<file path="src/rtl/vga_pkg.sv">
// Shared VGA 640x480@60 timing constants, consumed by vga_timing and by the image generator
// for its frame-size bounds.
package vga_pkg;

   localparam int unsigned H_ACTIVE_DEF = 640;
   localparam int unsigned H_FRONT_DEF  = 16;
   localparam int unsigned H_SYNC_DEF   = 96;
   localparam int unsigned H_BACK_DEF   = 48;
   localparam int unsigned H_TOTAL_DEF  = H_ACTIVE_DEF + H_FRONT_DEF + H_SYNC_DEF + H_BACK_DEF;

   localparam int unsigned V_ACTIVE_DEF = 480;
   localparam int unsigned V_FRONT_DEF  = 10;
   localparam int unsigned V_SYNC_DEF   = 2;
   localparam int unsigned V_BACK_DEF   = 33;
   localparam int unsigned V_TOTAL_DEF  = V_ACTIVE_DEF + V_FRONT_DEF + V_SYNC_DEF + V_BACK_DEF;

   typedef logic [11:0] coord_t;

   // Half-open window test lo <= v < hi, used for the raw sync conditions.
   function automatic logic in_window(input coord_t v, input coord_t lo, input coord_t hi);
      return (v >= lo) && (v < hi);
   endfunction

endpackage

</file>
<file path="src/rtl/vga_timing_sync_counter.sv">
// Wrap counter: advances when en is high, returns to zero after MAX, and flags the wrap on carry.
module sync_counter #(
   parameter int unsigned       WIDTH = 12,
   parameter logic [WIDTH-1:0]  MAX   = {WIDTH{1'b1}}
) (
   input  logic             clk,
   input  logic             rst,
   input  logic             en,
   output logic [WIDTH-1:0] count,
   output logic             carry
);

   logic [WIDTH-1:0] count_r;

   assign count = count_r;
   assign carry = en && (count_r == MAX);

   // Counter register with wrap at MAX.
   always_ff @(posedge clk or posedge rst) begin
      if (rst) begin
         count_r <= {WIDTH{1'b0}};
      end else if (en) begin
         if (count_r == MAX) begin
            count_r <= {WIDTH{1'b0}};
         end else begin
            count_r <= count_r + {{(WIDTH-1){1'b0}}, 1'b1};
         end
      end
   end

endmodule

</file>
<file path="src/rtl/vga_timing.sv">
// VGA timing generator: x/y scan counters, active/frame_tick decode, and a one-stage
// pin register that keeps vga_rgb, hsync and vsync mutually aligned.
module vga_timing
   import vga_pkg::*;
#(
   parameter int unsigned H_ACTIVE = H_ACTIVE_DEF,
   parameter int unsigned H_FRONT  = H_FRONT_DEF,
   parameter int unsigned H_SYNC   = H_SYNC_DEF,
   parameter int unsigned H_BACK   = H_BACK_DEF,
   parameter int unsigned V_ACTIVE = V_ACTIVE_DEF,
   parameter int unsigned V_FRONT  = V_FRONT_DEF,
   parameter int unsigned V_SYNC   = V_SYNC_DEF,
   parameter int unsigned V_BACK   = V_BACK_DEF
) (
   input  logic        CLOCK_25,
   input  logic        RESET,
   output logic [11:0] x,
   output logic [11:0] y,
   input  logic [2:0]  color_in,
   output logic        active,
   output logic        frame_tick,
   output logic [2:0]  vga_rgb,
   output logic        hsync,
   output logic        vsync
);

   localparam coord_t H_ACT    = coord_t'(H_ACTIVE);
   localparam coord_t V_ACT    = coord_t'(V_ACTIVE);
   localparam coord_t H_TOTAL  = coord_t'(H_ACTIVE + H_FRONT + H_SYNC + H_BACK);
   localparam coord_t V_TOTAL  = coord_t'(V_ACTIVE + V_FRONT + V_SYNC + V_BACK);
   localparam coord_t HS_START = coord_t'(H_ACTIVE + H_FRONT);
   localparam coord_t HS_END   = coord_t'(H_ACTIVE + H_FRONT + H_SYNC);
   localparam coord_t VS_START = coord_t'(V_ACTIVE + V_FRONT);
   localparam coord_t VS_END   = coord_t'(V_ACTIVE + V_FRONT + V_SYNC);

   logic       h_wrap_s;
   logic [2:0] rgb_r;
   logic       hsync_r;
   logic       vsync_r;

   sync_counter #(
      .WIDTH (12),
      .MAX   (H_TOTAL - 12'd1)
   ) u_hcount (
      .clk   (CLOCK_25),
      .rst   (RESET),
      .en    (1'b1),
      .count (x),
      .carry (h_wrap_s)
   );

   // The line counter only moves on the edge where the pixel counter wraps.
   sync_counter #(
      .WIDTH (12),
      .MAX   (V_TOTAL - 12'd1)
   ) u_vcount (
      .clk   (CLOCK_25),
      .rst   (RESET),
      .en    (h_wrap_s),
      .count (y),
      .carry ()
   );

   assign active     = (x < H_ACT) && (y < V_ACT);
   assign frame_tick = (x == 12'd0) && (y == V_ACT);

   // Pin stage: color and both syncs share one register so they leave the chip together.
   always_ff @(posedge CLOCK_25 or posedge RESET) begin
      if (RESET) begin
         rgb_r   <= 3'b000;
         hsync_r <= 1'b1;
         vsync_r <= 1'b1;
      end else begin
         rgb_r   <= active ? color_in : 3'b000;
         hsync_r <= ~in_window(x, HS_START, HS_END);
         vsync_r <= ~in_window(y, VS_START, VS_END);
      end
   end

   assign vga_rgb = rgb_r;
   assign hsync   = hsync_r;
   assign vsync   = vsync_r;

endmodule
</file>
<file path="config.mk">
export PLATFORM = sky130hd
export DESIGN_NAME = vga_timing
export DESIGN_NICKNAME = d
export VERILOG_FILES = /design/src/rtl/vga_pkg.sv /design/src/rtl/vga_timing_sync_counter.sv /design/src/rtl/vga_timing.sv
export SDC_FILE = /design/constraint.sdc
export NUM_CORES = 1
export LEC_CHECK = 0
export BUFFER_PORTS_ARGS = -buffer_cell sky130_fd_sc_hd__clkbuf_2
export CORE_UTILIZATION = 25
export CTS_BUF_LIST = sky130_fd_sc_hd__clkbuf_2 sky130_fd_sc_hd__clkbuf_4 sky130_fd_sc_hd__clkbuf_8
export DETAILED_ROUTE_END_ITERATION = 6
export PLACE_DENSITY = 0.43
export SYNTH_ARGS = -nofsm -noshare
export SYNTH_HDL_FRONTEND = slang
export SYNTH_SLANG_ARGS = --single-unit
</file>
<file path="constraint.sdc">
create_clock -name CLOCK_25 -period 5.09 [get_ports CLOCK_25]
set_input_delay 0.7635 -clock CLOCK_25 [delete_from_list [all_inputs] [get_ports CLOCK_25]]
set_output_delay 0.7635 -clock CLOCK_25 [all_outputs]
set_load 0.05 [all_outputs]
</file>
==> flow_metrics.py <==
metrics = {
    "clocking": {
        "cts_tree": "yes",
        "clk_pin_slew_ns": 0.06,
        "cts_setup_buffers": 0,
        "postCtsHoldBufs": 0,
        "cts_root_buf": "clkbuf_8",
        "cts_max_level": 2,
        "clock_path_buffers": 2,
        "numCtsBuffers": 5,
        "clock_sinks": 29,
        "worst_skew_pair.late_latency_ns": 0.28,
        "cts_resized": 0,
    },
    "cells_and_area": {
        "area_growth_pct": 23.1,
        "drive_gt1_share_pct": 27.9,
        "fin_cells": 251,
        "n_antenna_cell": 0,
        "post-route-util_pct": 32.4,
        "fin_area_um2": 1810,
        "nets": 187,
    },
    "detailed_routing": {
        "drtIter0Drc": 74,
        "vias": 1219,
        "post_drt_wl_per_cell_um": 14.4,
        "routed_wl_um": 3620,
        "firstDrtPassIters": 4,
        "drt-vias-per-instance": 4.86,
        "drc": 0,
        "antenna_left": 0,
    },
    "power": {
        "p_seq_share_pct": 52.3,
        "powerDensity_nw_per_um2": 245,
        "p_int_uw": 348,
        "p_sw_share_pct": 21.7,
        "leakagePower_nw": 0.818,
        "net-switching-power_uw": 96.1,
        "power.total_uw": 444,
        "clkPwrFrac_pct": 44.8,
        "p_comb_share_pct": 2.9,
        "ir_drop_mv": 0.0882,
    },
    "placed_design": {
        "dpl.cell_count": 243,
        "gp_congestion": 0.756,
        "placed_area_um2": 1720,
        "post-place-ws_ns": 2.65,
        "dpl.hpwl_um": 2620,
        "portBuffers": 35,
    },
    "critical_path": {
        "endpoint_kind": "primary output",
        "critical_path_required_ns": 4.33,
        "cp_max_fo": 5,
        "critical_path_class": "reg -> out",
        "cp_data_arrival_time_ns": 1.97,
        "start_kind": "register",
    },
    "sta": {
        "finalMaxSlewViolations": 0,
        "hold_viol_final": 0,
        "clock_skew_ns": 0.00488,
        "tns_ns": 0,
        "fin_crit_ns": 2.73,
        "setup_viol": 0,
        "relSlewSlack_pct": 72.3,
        "fmaxAchievable_mhz": 366,
        "hold_slack_ns": 0.534,
        "fin_ws_ns": 2.36,
        "period_share_pct": 53.6,
        "worstMarginPinSlew_ns": 0.410,
        "rsz0062_at_grt": "no",
    },
    "synth": {
        "synth-edff-count": 0,
        "ys_warn_count": 0,
        "synth_top_cell_area_share_pct": 46.0,
        "synth_cell_types": 32,
        "netlist_instances": 139,
        "synthTopCellsByArea": "dfrtp_1, nand3_1, xnor2_1, dfstp_2, and4_1",
        "syn_area_um2": 1470,
        "synth.most_common_cell": "dfrtp_1",
        "synthTopCellsByCount": "dfrtp_1, nand3_1, inv_1",
        "ys_seq_area_share_pct": 49.6,
        "synth-seq-cells": 29,
        "ys_async_sr_fraction_pct": 100,
        "synth_ff_type": "dfrtp_1",
        "syn_nets": 148,
        "yosysTopAreaCell": "dfrtp_1",
        "postSynthAreaPerCell_um2": 10.6,
    },
    "die": {
        "fp.dieW_um": 78.7,
        "dieArea_um2": 6190,
        "rows": 27,
        "coreArea_um2": 5570,
        "boundaryPins": 36,
        "initial_core_util_pct": 26.4,
        "die_h_um": 78.7,
    },
    "global_route": {
        "grt_overflow": 0,
        "grt_first_pass_wirelength_um": 5910,
        "grt_usage_pct": 12.7,
        "grt_antenna_before_repair": 0,
        "grt_start_max_net_pins": 30,
        "first_global_vias": 1161,
    },
    "hold_path": {
        "hold_class": "in -> async",
    },
    "flow_run": {
        "maxCapViolCount": 0,
    },
    "run_status": {
        "status": "finished clean",
    },
}
-- power by group through the flow --
stage / Sequential, mW / Clock [mW] / Combinational (mW)
2_1_floorplan: 0.241 / 0 / 0.00416
3_3_place_gp: 0.236 / 0 / 0.0136
3_5_place_dp: 0.236 / 0 / 0.0137
4_1_cts: 0.232 / 0.203 / 0.0137
5_1_grt: 0.232 / 0.215 / 0.0148
6_report: 0.232 / 0.199 / 0.0130
-- metal layers --
| layer | GRT usage, % | up-vias | share of wire [%] |
|---|---|---|---|
| met5 | 0 | - | 0 |
| met4 | 5.93 | 0 | 1.5 |
| met3 | 3.72 | 7 | 6.3 |
| met2 | 19.3 | 37 | 46 |
| met1 | 16.4 | 601 | 46 |
| li1 | - | 574 | - |
-- worst max-delay path, cell delays in order (launching register included) --
cell and delay, ns:
dfrtp_1 0.43, nor3_1 0.30, nor4b_1 0.40, and4_1 0.28, clkbuf_2 0.28
-- logic make-up (layout without fill, tap and decap cells) --
kind of cell / after synthesis / in the layout / synth area share (%)
AND/OR/NAND/NOR: 66 / 66 / 28.4
flip-flops: 29 / 29 / 49.6
XOR/XNOR: 15 / 15 / 9.46
buffers and inverters: 13 / 53 / 4.00
AO/OA/AOI/OAI: 10 / 10 / 3.75
adder cells (fa/ha/maj): 4 / 4 / 3.41
multiplexers: 2 / 2 / 1.45
-- worst paths after layout --
check	start	endpoint	slack [ns]	depth (start not counted)
setup / recovery	u_vcount.count[10]	frame_tick	2.36	4
hold reg to reg	u_hcount.count[11]	u_hcount.count[11]	0.55	1
max in group asynchronous	RESET	hsync	4.24	3
hold / removal	RESET	u_vcount.count[1]	0.53	3
setup reg to reg	u_hcount.count[0]	u_vcount.count[4]	3.04	5
min in group CLOCK_25	u_hcount.count[11]	u_hcount.count[11]	0.55	1
-- flip-flops by register name, indices dropped and copies added (netlist names) --
signal / flops
u_hcount.count: 12
u_vcount.count: 12
hsync: 1
vsync: 1
vga_rgb: 3
-- cell usage in the layout, fill, tap and decap left out, drive strengths merged, types with 6 or more instances in the layout --
cell type and count:
nand2 6, nor2 7, dfrtp 27, nand3 15
clkbuf 43, xnor2 9, and4 6, nand4 8
nor3 8, inv 9, xor2 6
-- area by class of cell --
class	instances	area [um^2]
clock buffers	8	91.3
fillers	598	3770
inverters	9	33.8
multi-input cells	97	682
flip-flops and latches	29	728
well taps	72	90.1
repair buffers	36	183
(Power assumes the default switching activity.)
